<file path="config.mk">
export PLATFORM = sky130hd
export DESIGN_NAME = mac_rx_frame_flat
export DESIGN_NICKNAME = d
export VERILOG_FILES = /design/src/rtl/eth_pkg.sv /design/src/rtl/mac_rx_frame_if.sv /design/src/rtl/crc32_d8.sv /design/src/rtl/mac_rx_frame.sv /design/src/flat_wrapper.sv
export SDC_FILE = /design/constraint.sdc
export NUM_CORES = 1
export LEC_CHECK = 0
export BUFFER_PORTS_ARGS = -buffer_cell sky130_fd_sc_hd__buf_2
export CAP_MARGIN = 20
export CORE_ASPECT_RATIO = 1.4
export CORE_UTILIZATION = 59
export CTS_CLUSTER_DIAMETER = 100
export DETAILED_ROUTE_END_ITERATION = 6
export PLACE_DENSITY = 0.83
export SLEW_MARGIN = 0
export SYNTH_ARGS = -nofsm -noshare
export SYNTH_HDL_FRONTEND = slang
export SYNTH_SLANG_ARGS = --single-unit
</file>
<file path="constraint.sdc">
create_clock -name phy_rx_clk -period 5.61 [get_ports phy_rx_clk]
set_input_delay 0.561 -clock phy_rx_clk [delete_from_list [all_inputs] [get_ports phy_rx_clk]]
set_output_delay 0.561 -clock phy_rx_clk [all_outputs]
set_load 0.05 [all_outputs]
</file>
<file path="src/rtl/eth_pkg.sv">
// Shared Ethernet receive/transmit definitions: framing constants, CRC-32
// parameters, the receive FSM state type and small byte helpers.
package eth_pkg;

  typedef enum logic [1:0] {
    DROP,
    IDLE,
    PREAMBLE,
    DATA
  } rx_state_t;

  localparam logic [7:0]  ETH_PREAMBLE  = 8'h55;
  localparam logic [7:0]  ETH_SFD       = 8'hD5;
  localparam logic [47:0] ETH_BCAST     = 48'hFFFF_FFFF_FFFF;

  localparam logic [31:0] CRC32_POLY    = 32'h04C1_1DB7;
  localparam logic [31:0] CRC32_INIT    = 32'hFFFF_FFFF;
  localparam logic [31:0] CRC32_RESIDUE = 32'hDEBB_20E3;

  localparam int              LEN_W   = 11;
  localparam logic [LEN_W-1:0] LEN_SAT = '1;

  // The wire carries bits LSB first, so the shift register uses the mirrored polynomial.
  function automatic logic [31:0] reflect32(input logic [31:0] v);
    logic [31:0] r;
    r = '0;
    for (int i = 0; i < 32; i++) begin
      r[i] = v[31-i];
    end
    return r;
  endfunction

  function automatic logic [7:0] addr_byte(input logic [47:0] addr, input logic [2:0] idx);
    logic [7:0] b;
    case (idx)
      3'd0:    b = addr[47:40];
      3'd1:    b = addr[39:32];
      3'd2:    b = addr[31:24];
      3'd3:    b = addr[23:16];
      3'd4:    b = addr[15:8];
      3'd5:    b = addr[7:0];
      default: b = 8'h00;
    endcase
    return b;
  endfunction

endpackage

</file>
<file path="src/rtl/mac_rx_frame_if.sv">
// Receive-path bundle: PHY byte stream in, delineated frame bytes and
// per-frame status out. The slave side is the frame delineator.
interface mac_rx_frame_if;

  logic [7:0]  in_data;
  logic        in_dv;
  logic        in_er;
  logic        promisc;

  logic [7:0]  out_data;
  logic        out_valid;
  logic        out_sof;
  logic        out_eof;

  logic        stat_valid;
  logic        stat_good;
  logic        stat_crc_err;
  logic        stat_len_err;
  logic        stat_phy_err;
  logic        stat_addr_miss;
  logic [10:0] stat_len;

  modport master (
    output in_data, in_dv, in_er, promisc,
    input  out_data, out_valid, out_sof, out_eof,
    input  stat_valid, stat_good, stat_crc_err, stat_len_err,
    input  stat_phy_err, stat_addr_miss, stat_len
  );

  modport slave (
    input  in_data, in_dv, in_er, promisc,
    output out_data, out_valid, out_sof, out_eof,
    output stat_valid, stat_good, stat_crc_err, stat_len_err,
    output stat_phy_err, stat_addr_miss, stat_len
  );

endinterface

</file>
<file path="src/rtl/crc32_d8.sv">
// Combinational Ethernet CRC-32 step: folds one byte (LSB first) into the
// running register. Shared with the transmit FCS generator.
module crc32_d8
  import eth_pkg::*;
(
  input  logic [31:0] crc_in,
  input  logic [7:0]  data,
  output logic [31:0] crc_out
);

  localparam logic [31:0] POLY_REFL = reflect32(CRC32_POLY);

  always_comb begin
    crc_out = crc_in ^ {24'h0, data};
    for (int i = 0; i < 8; i++) begin
      crc_out = crc_out[0] ? ((crc_out >> 1) ^ POLY_REFL) : (crc_out >> 1);
    end
  end

endmodule

</file>
<file path="src/rtl/mac_rx_frame.sv">
// Receive frame delineator: strips preamble/SFD, forwards DA..payload with the
// FCS held back by a 5-byte delay line, and reports CRC/length/address/PHY status.
module mac_rx_frame
  import eth_pkg::*;
#(
  parameter logic [47:0] MAC_ADDR  = 48'h02_00_00_00_00_01,
  parameter int          MIN_FRAME = 64,
  parameter int          MAX_FRAME = 1518
) (
  input logic           phy_rx_clk,
  input logic           rst,
  mac_rx_frame_if.slave rx
);

  localparam logic [LEN_W-1:0] MIN_LEN = LEN_W'(MIN_FRAME);
  localparam logic [LEN_W-1:0] MAX_LEN = LEN_W'(MAX_FRAME);

  rx_state_t  state;
  rx_state_t  next_state;
  logic [4:0] pre_cnt;
  logic [4:0] pre_cnt_next;
  logic       start_frame;
  logic       take_byte;
  logic       end_frame;

  logic [31:0]      crc;
  logic [31:0]      crc_next;
  logic [LEN_W-1:0] len;
  logic [7:0]       sr [5];
  logic             phy_err;
  logic             da_eq;
  logic             da_bcast;
  logic             da_mcast;
  logic             addr_hit;
  logic             crc_bad;
  logic             len_bad;

  logic [7:0]       out_data_q;
  logic             out_valid_q;
  logic             out_sof_q;
  logic             out_eof_q;
  logic             stat_valid_q;
  logic             stat_good_q;
  logic             stat_crc_err_q;
  logic             stat_len_err_q;
  logic             stat_phy_err_q;
  logic             stat_addr_miss_q;
  logic [LEN_W-1:0] stat_len_q;

  crc32_d8 u_crc (
    .crc_in  (crc),
    .data    (rx.in_data),
    .crc_out (crc_next)
  );

  always_ff @(posedge phy_rx_clk) begin
    if (rst) begin
      state   <= DROP;
      pre_cnt <= '0;
    end else begin
      state   <= next_state;
      pre_cnt <= pre_cnt_next;
    end
  end

  // Carrier that starts with anything but a clean preamble is ignored until dv drops.
  always_comb begin
    next_state   = state;
    pre_cnt_next = pre_cnt;
    start_frame  = 1'b0;
    take_byte    = 1'b0;
    end_frame    = 1'b0;
    case (state)
      DROP: begin
        if (!rx.in_dv) next_state = IDLE;
      end
      IDLE: begin
        if (rx.in_dv) begin
          if (rx.in_data == ETH_PREAMBLE) begin
            next_state   = PREAMBLE;
            pre_cnt_next = 5'd1;
          end else begin
            next_state = DROP;
          end
        end
      end
      PREAMBLE: begin
        if (!rx.in_dv) begin
          next_state = IDLE;
        end else if (rx.in_data == ETH_PREAMBLE) begin
          if (pre_cnt == 5'd15) next_state = DROP;
          else                  pre_cnt_next = pre_cnt + 5'd1;
        end else if (rx.in_data == ETH_SFD) begin
          next_state  = DATA;
          start_frame = 1'b1;
        end else begin
          next_state = DROP;
        end
      end
      DATA: begin
        if (rx.in_dv) begin
          take_byte = 1'b1;
        end else begin
          end_frame  = 1'b1;
          next_state = IDLE;
        end
      end
      default: next_state = DROP;
    endcase
  end

  // A frame too short to hold a full DA only passes the filter via multicast or promisc.
  always_comb begin
    addr_hit = rx.promisc || da_mcast || ((len >= 11'd6) && (da_eq || da_bcast));
    crc_bad  = (len <= 11'd4) || (crc != CRC32_RESIDUE);
    len_bad  = (len < MIN_LEN) || (len > MAX_LEN);
  end

  always_ff @(posedge phy_rx_clk) begin
    if (rst) begin
      crc              <= '0;
      len              <= '0;
      phy_err          <= 1'b0;
      da_eq            <= 1'b0;
      da_bcast         <= 1'b0;
      da_mcast         <= 1'b0;
      for (int i = 0; i < 5; i++) sr[i] <= '0;
      out_data_q       <= '0;
      out_valid_q      <= 1'b0;
      out_sof_q        <= 1'b0;
      out_eof_q        <= 1'b0;
      stat_valid_q     <= 1'b0;
      stat_good_q      <= 1'b0;
      stat_crc_err_q   <= 1'b0;
      stat_len_err_q   <= 1'b0;
      stat_phy_err_q   <= 1'b0;
      stat_addr_miss_q <= 1'b0;
      stat_len_q       <= '0;
    end else begin
      out_valid_q  <= 1'b0;
      out_sof_q    <= 1'b0;
      out_eof_q    <= 1'b0;
      stat_valid_q <= 1'b0;

      if (start_frame) begin
        crc      <= CRC32_INIT;
        len      <= '0;
        phy_err  <= 1'b0;
        da_eq    <= 1'b1;
        da_bcast <= 1'b1;
        da_mcast <= 1'b0;
      end

      if (take_byte) begin
        sr[0] <= rx.in_data;
        for (int i = 1; i < 5; i++) sr[i] <= sr[i-1];
        crc <= crc_next;
        if (len != LEN_SAT) len <= len + 11'd1;
        if (rx.in_er) phy_err <= 1'b1;
        if (len < 11'd6) begin
          if (rx.in_data != addr_byte(MAC_ADDR, len[2:0]))  da_eq    <= 1'b0;
          if (rx.in_data != addr_byte(ETH_BCAST, len[2:0])) da_bcast <= 1'b0;
          if (len == 11'd0) da_mcast <= rx.in_data[0];
        end
        // Once five bytes are buffered, the oldest one can no longer be FCS.
        if (len >= 11'd5) begin
          out_data_q  <= sr[4];
          out_valid_q <= 1'b1;
          out_sof_q   <= (len == 11'd5);
        end
      end

      if (end_frame) begin
        if (len >= 11'd5) begin
          out_data_q  <= sr[4];
          out_valid_q <= 1'b1;
          out_eof_q   <= 1'b1;
          out_sof_q   <= (len == 11'd5);
        end
        stat_valid_q     <= 1'b1;
        stat_len_q       <= len;
        stat_crc_err_q   <= crc_bad;
        stat_len_err_q   <= len_bad;
        stat_phy_err_q   <= phy_err;
        stat_addr_miss_q <= !addr_hit;
        stat_good_q      <= !(crc_bad || len_bad || phy_err || !addr_hit);
      end
    end
  end

  assign rx.out_data       = out_data_q;
  assign rx.out_valid      = out_valid_q;
  assign rx.out_sof        = out_sof_q;
  assign rx.out_eof        = out_eof_q;
  assign rx.stat_valid     = stat_valid_q;
  assign rx.stat_good      = stat_good_q;
  assign rx.stat_crc_err   = stat_crc_err_q;
  assign rx.stat_len_err   = stat_len_err_q;
  assign rx.stat_phy_err   = stat_phy_err_q;
  assign rx.stat_addr_miss = stat_addr_miss_q;
  assign rx.stat_len       = stat_len_q;

endmodule

</file>
<file path="src/flat_wrapper.sv">
// flat-port wrapper written by rule: the top's interface ports become plain ports
module mac_rx_frame_flat import eth_pkg::*;
#(
  parameter logic [47:0] MAC_ADDR  = 48'h02_00_00_00_00_01,
  parameter int          MIN_FRAME = 64,
  parameter int          MAX_FRAME = 1518
)
  (phy_rx_clk, rst, rx_in_data, rx_in_dv, rx_in_er, rx_promisc, rx_out_data, rx_out_valid, rx_out_sof, rx_out_eof, rx_stat_valid, rx_stat_good, rx_stat_crc_err, rx_stat_len_err, rx_stat_phy_err, rx_stat_addr_miss, rx_stat_len);
  mac_rx_frame_if rx_i ();
  input logic phy_rx_clk;
  input logic rst;
  input wire logic [$bits(rx_i.in_data)-1:0] rx_in_data;
  input wire logic [$bits(rx_i.in_dv)-1:0] rx_in_dv;
  input wire logic [$bits(rx_i.in_er)-1:0] rx_in_er;
  input wire logic [$bits(rx_i.promisc)-1:0] rx_promisc;
  output wire logic [$bits(rx_i.out_data)-1:0] rx_out_data;
  output wire logic [$bits(rx_i.out_valid)-1:0] rx_out_valid;
  output wire logic [$bits(rx_i.out_sof)-1:0] rx_out_sof;
  output wire logic [$bits(rx_i.out_eof)-1:0] rx_out_eof;
  output wire logic [$bits(rx_i.stat_valid)-1:0] rx_stat_valid;
  output wire logic [$bits(rx_i.stat_good)-1:0] rx_stat_good;
  output wire logic [$bits(rx_i.stat_crc_err)-1:0] rx_stat_crc_err;
  output wire logic [$bits(rx_i.stat_len_err)-1:0] rx_stat_len_err;
  output wire logic [$bits(rx_i.stat_phy_err)-1:0] rx_stat_phy_err;
  output wire logic [$bits(rx_i.stat_addr_miss)-1:0] rx_stat_addr_miss;
  output wire logic [$bits(rx_i.stat_len)-1:0] rx_stat_len;
  assign rx_i.in_data = rx_in_data;
  assign rx_i.in_dv = rx_in_dv;
  assign rx_i.in_er = rx_in_er;
  assign rx_i.promisc = rx_promisc;
  assign rx_out_data = rx_i.out_data;
  assign rx_out_valid = rx_i.out_valid;
  assign rx_out_sof = rx_i.out_sof;
  assign rx_out_eof = rx_i.out_eof;
  assign rx_stat_valid = rx_i.stat_valid;
  assign rx_stat_good = rx_i.stat_good;
  assign rx_stat_crc_err = rx_i.stat_crc_err;
  assign rx_stat_len_err = rx_i.stat_len_err;
  assign rx_stat_phy_err = rx_i.stat_phy_err;
  assign rx_stat_addr_miss = rx_i.stat_addr_miss;
  assign rx_stat_len = rx_i.stat_len;
  mac_rx_frame #(.MAC_ADDR(MAC_ADDR), .MIN_FRAME(MIN_FRAME), .MAX_FRAME(MAX_FRAME)) u_core (.phy_rx_clk(phy_rx_clk), .rst(rst), .rx(rx_i));
endmodule
</file>
### Yosys cells after proc, flatten, opt, wreduce, memory -nomap -nowiden

Memory sizes are Yosys's and may differ from the RTL's.
Cells that the tools add are included.

* bits in registers: 82
* bits in writable memories: 40
* input port bits: 13
* output and inout bits: 28
* word-level logic and storage cells: 168
* memories: 1

Memories
* u_core.sr: depth 5, bits a word 8, rd ports 5, clocked after Yosys merged registers in 0, wr ports 5, line mac_rx_frame.sv:29 `logic [7:0] sr [5];`

* add/sub/neg operators: 2
* magnitude comparators: 6
* equal/unequal tests: 23
* multiplexer cells: 81
* bitwise logic cells: 15
* reduce and logical (&&, ||, !) cells: 21

Operator list (number)
* 32-bit 2-to-1 mux: 10
* 8-bit 2-to-1 mux: 16
* 13-bit inverter with 14-bit output: 8
* 1-bit 2-to-1 mux: 37
* 11-bit 2-to-1 mux: 3
* 32-bit inequality test, second input constant: 1
* 32-bit by 8-bit XOR with 32-bit output: 1
* 5-bit 2-to-1 mux: 5
* 11-bit by 3-bit >= comparator with 1-bit output, second input constant: 2
* 8-bit inequality test: 2
* 2-bit 2-to-1 mux: 7
* 11-bit by 1-bit adder with 11-bit output, second input constant: 1
* 11-bit by 3-bit equality test with 1-bit output, second input constant: 1
* 11-bit > comparator, second input constant: 1
* 11-bit by 3-bit less-or-equal comparator with 1-bit output, second input constant: 1
* 11-bit logical NOT: 1
* 11-bit by 3-bit less-than comparator with 1-bit output, second input constant: 1
* 11-bit by 7-bit less-than comparator with 1-bit output, second input constant: 1
* 11-bit inequality test, second input constant: 1
* 5-bit case mux with 2 select lines: 1
* 8-bit by 7-bit equality test with 1-bit output, second input constant: 1
* 8-bit equality test, second input constant: 1
* 1-bit logical OR: 8
* 2-bit inequality test, second input constant: 4
* other kinds (22): 33

### Depth between registers and ports, before layout

* depth in word-level cells: 18
* mapped depth: 9
* gate-level depth less buffers: 8

### Hierarchy

A second synthesis with hierarchy kept.

* cell total of the unflattened synthesis: 611
* area total of the unflattened synthesis: 6125.9 um^2

Modules (own cells, without submodules)
* mac_rx_frame: instances 1, cells an instance 548, area an instance 5188.7 um^2, seq. area each 2842.7 um^2
* crc32_d8: instances 1, cells an instance 63, area an instance 937.1 um^2, seq. area each 0.0 um^2

### Worst setup path before layout

OpenSTA, ideal clock, no wires.

* path type: input to register
* start point: input port rst
* end point: memory u_core.sr[0][0], enable pin
* setup time: 0.404 ns
* arrival: 2.021 ns
* data required time: 5.206 ns
* setup slack: 3.186 ns
* stages on the path: 3
* buffers on the path: 2
* cells stage by stage: buf_2 -> clkbuf_1 -> nand2b_1

RTL lines
* start, declared: line flat_wrapper.sv:11 `input logic rst;`
* end, declared: line mac_rx_frame.sv:29

### Worst setup path in the final report

* start point: register u_core.len[1]
* end point: register u_core.len[6]

* word-level cells in the longest chain between the ends: 3
* elaborated cells between the ends (all ways): 4
* classes of those cells: add/sub: 1; eq/ne: 1; mux: 2

RTL lines
* start, declared: line mac_rx_frame.sv:28 `logic [LEN_W-1:0] len;`
* start signal, assigned: line mac_rx_frame.sv:158 `if (len != LEN_SAT) len <= len + 11'd1;`
* 11-bit by 1-bit adder with 11-bit output or 11-bit inequality test (tied branches): line mac_rx_frame.sv:158
* 11-bit 2-to-1 mux *: line mac_rx_frame.sv:158
* 11-bit 2-to-1 mux *: line mac_rx_frame.sv:154 `if (take_byte) begin`

Every way passes the cells marked *; elsewhere a longest branch is shown, timed or not.
A chain may end at the register's enable or synchronous reset.

==> impl_metrics.tcl <==
set metrics [dict create \
    slew_violations 0 \
    clkPwrFrac 0.433 \
    synthDistinctLibCells 62 \
    p_sw_frac 0.260 \
    die-area_um2 10500 \
    avgSynthCellArea_um2 10.4 \
    synth-compound-area-share 0.123 \
    netlist_instances 573 \
    cts_tree "built" \
    cellPowerDensity_nw_per_um2 362 \
    crit_path_end_kind "flip-flop" \
    yosysWarnings 0 \
    cts-htree-levels 4 \
    synth_top_family_by_area "simple AND/OR/NAND/NOR gates" \
    ys_ff_latch 122 \
    num_rows 43 \
    wirelength_um 12800 \
    synthArstFlopShare 0 \
    core_area_um2 9850 \
    num_vias 4388 \
    syn-cell-area_um2 5940 \
    min_period_ns 2.52 \
    power.internal_uw 1810 \
    outcome "complete, no violations" \
    drt_first_pass_iters 6 \
    ioPinCount 41 \
    tns_ns 0 \
    cp_max_fo 11 \
    worst_hold_slack_ns 0.409 \
    synth_edf_count 40 \
    p_seq_frac 0.404 \
    cts.path.max_buffers 2 \
    n_antenna_cell 0 \
    viasPerCell 5.87 \
    wl_per_cell_um 17.1 \
    grt_pass1_wl_um 21100 \
    crit_arrival_ns 2.86 \
    synth_fa_ha_area_frac 0.0232 \
    postRouteAntennaNets 0 \
    yosys.area_share.simple 0.182 \
    finalCritPeriodShare 0.449 \
    hold_viol 0 \
    ys.flop_type "dfxtp_1" \
    grt-ovfl-total 0 \
    fin_nets 624 \
    portBuffers 40 \
    syn-num-nets 597 \
    fp.dieW_um 86.8 \
    pre_cts_ws_ns 2.88 \
    setup_viol 0 \
    drtIter0Drc 362 \
    power_frac_comb 0.163 \
    worstPathRequired_ns 5.95 \
    drive_above_1_share 0.162 \
    cts-resized-gates 0 \
    max-vdd-ir-drop_mv 0.241 \
    postLayoutCoreUtil 0.685 \
    start_kind "flip-flop" \
    clk_latency_ns 0.41 \
    rsz0062_at_grt "no" \
    worst_slack_ns 3.09 \
    path_class "reg2reg" \
    track_usage 0.267 \
    slew_headroom 0.366 \
    fin_skew_ns 0.00784 \
    cts_setup_buffers 0 \
    cts_buffers 17 \
    cts.sinks 122 \
    clock-root-buffer "clkbuf_16" \
    start_util 0.603 \
    antenna_found_initial 0 \
    grt_max_degree 78 \
    fmax_ghz 0.397 \
    synth.area.mux_share 0.0152 \
    drv_cap 0 \
    min_path_type "in2reg" \
    p_sw_uw 636 \
    hold_buffers 0 \
    syn_to_final_growth_pct 13.5 \
    clkTransAtPathRegs_ns 0.06 \
    power.leakage_uw 0.00249 \
    die_h_um 121 \
    synth_xor_area_frac 0.142 \
    synth-seq-area-share 0.479 \
    tightest_slew_ns 0.951 \
    fillCellCount 728 \
    first_global_vias 4361 \
    dpl.hpwl_um 8260 \
    place_congestion 0.904 \
    drc 0 \
]
sequential cells by signal, indices dropped and copies added, names as in the netlist, named ones only:
| name | cells |
|---|---|
| u_core.rx.stat_addr_miss | 1 |
| u_core.rx.stat_valid | 1 |
| u_core.da_mcast | 1 |
| u_core.rx.stat_good | 1 |
| u_core.da_bcast | 1 |
| u_core.len | 11 |
| u_core.sr | 40 |
| u_core.rx.out_sof | 1 |
| u_core.pre_cnt | 5 |
| u_core.state | 2 |
| u_core.rx.out_valid | 1 |
| u_core.rx.stat_len_err | 1 |
| u_core.rx.stat_phy_err | 1 |
| u_core.crc | 32 |
| u_core.rx.out_eof | 1 |
| u_core.phy_err | 1 |
| u_core.rx.stat_crc_err | 1 |
| u_core.da_eq | 1 |
| u_core.rx.stat_len | 11 |
per-layer routing:
metal / track usage / wire, um / vias to the layer above
met5: 0 / 0 / -
met2: 0.472 / 6950 / 144
met3: 0.0628 / 534 / 42
met4: 0.140 / 402 / 0
li1: - / - / 2064
met1: 0.291 / 4940 / 2138
metrics by stage:
step / area, um^2 / power, uW / std cells
4_1_cts: 6740 / 2450 / 747
6_report: 6740 / 2440 / 748
3_5_place_dp: 6170 / 1390 / 715
5_1_grt: 6740 / 2530 / 748
3_3_place_gp: 6170 / 1380 / 715
2_1_floorplan: 5940 / 1310 / 573
logic make-up after synthesis:
| logic type | after synthesis |
|---|---|
| multiplexers | 9 |
| adder cells (fa/ha/maj) | 11 |
| buffers and inverters | 47 |
| flip-flops | 122 |
| AO/OA/AOI/OAI | 103 |
| AND/OR/NAND/NOR | 208 |
| XOR/XNOR | 73 |
cell usage after synthesis, types with 4 or more instances:
cell type / number / area (um^2)
xnor2_4: 6 / 165
nand3_1: 12 / 60.1
and3_1: 4 / 25.0
nor2_1: 59 / 221
nand4_1: 8 / 50.1
xnor2_1: 29 / 254
mux2i_1: 9 / 90.1
inv_1: 10 / 37.5
xnor2_2: 9 / 146
nor2b_1: 5 / 31.3
nor4_1: 4 / 25.0
nor3_1: 7 / 35.0
a211oi_1: 34 / 255
o21ai_0: 8 / 40.0
clkbuf_1: 25 / 93.8
dfxtp_1: 82 / 1640
a21oi_1: 28 / 140
and2_1: 40 / 250
nand4b_1: 6 / 52.6
edfxtp_1: 40 / 1200
ha_1: 11 / 138
xor2_1: 27 / 236
nand2b_1: 5 / 31.3
buf_2: 6 / 30.0
nand2_1: 41 / 154
worst max-delay path, cell delays in order, from the launching register on:
cell	delay [ns]
dfxtp_1	0.52
ha_1	0.29
and4_1	0.29
nand4_1	0.46
a21boi_0	0.59
a22oi_1	0.18
nor2_1	0.11
layout make-up:
type | instances | area, um^2 | share of cell area
clock inverter | 12 | 131 | 0.0195
inverter | 10 | 37.5 | 0.00557
sequential | 122 | 2840 | 0.422
clock buffer | 20 | 437 | 0.0648
timing repair buffer | 45 | 238 | 0.0353
multi-input combinational | 404 | 2890 | 0.428
tap | 135 | 169 | 0.0251
path summary, 6_finish.rpt:
| kind | from | to | slack (ns) | cells past startpoint |
|---|---|---|---|---|
| max | u_core.len[1] | u_core.len[6] | 3.09 | 6 |
| min | rst | u_core.crc[9] | 0.41 | 2 |
| max reg2reg | u_core.len[1] | u_core.len[6] | 3.09 | 6 |
| min reg2reg | u_core.rx.stat_len[5] | u_core.rx.stat_len[5] | 0.45 | 2 |
layout by cell type, fill, tap and decap left out, types with 11 or more instances in the layout:
master     instances
nand2_1           41
xor2_1            27
edfxtp_1          40
a211oi_1          34
buf_2             40
nand3_1           12
and2_1            40
dfxtp_1           82
a21oi_1           28
clkbuf_16         17
ha_1              11
nor2_1            58
xnor2_1           29
power by group through the flow:
stage          Clock (uW)  Sequential [uW]  Combinational (uW)
3_5_place_dp            0             1000                 390
3_3_place_gp            0             1000                 377
6_report             1060              987                 398
2_1_floorplan           0             1000                 313
5_1_grt              1110              991                 429
4_1_cts              1060              986                 397
Power figures use the tool's default switching activity.
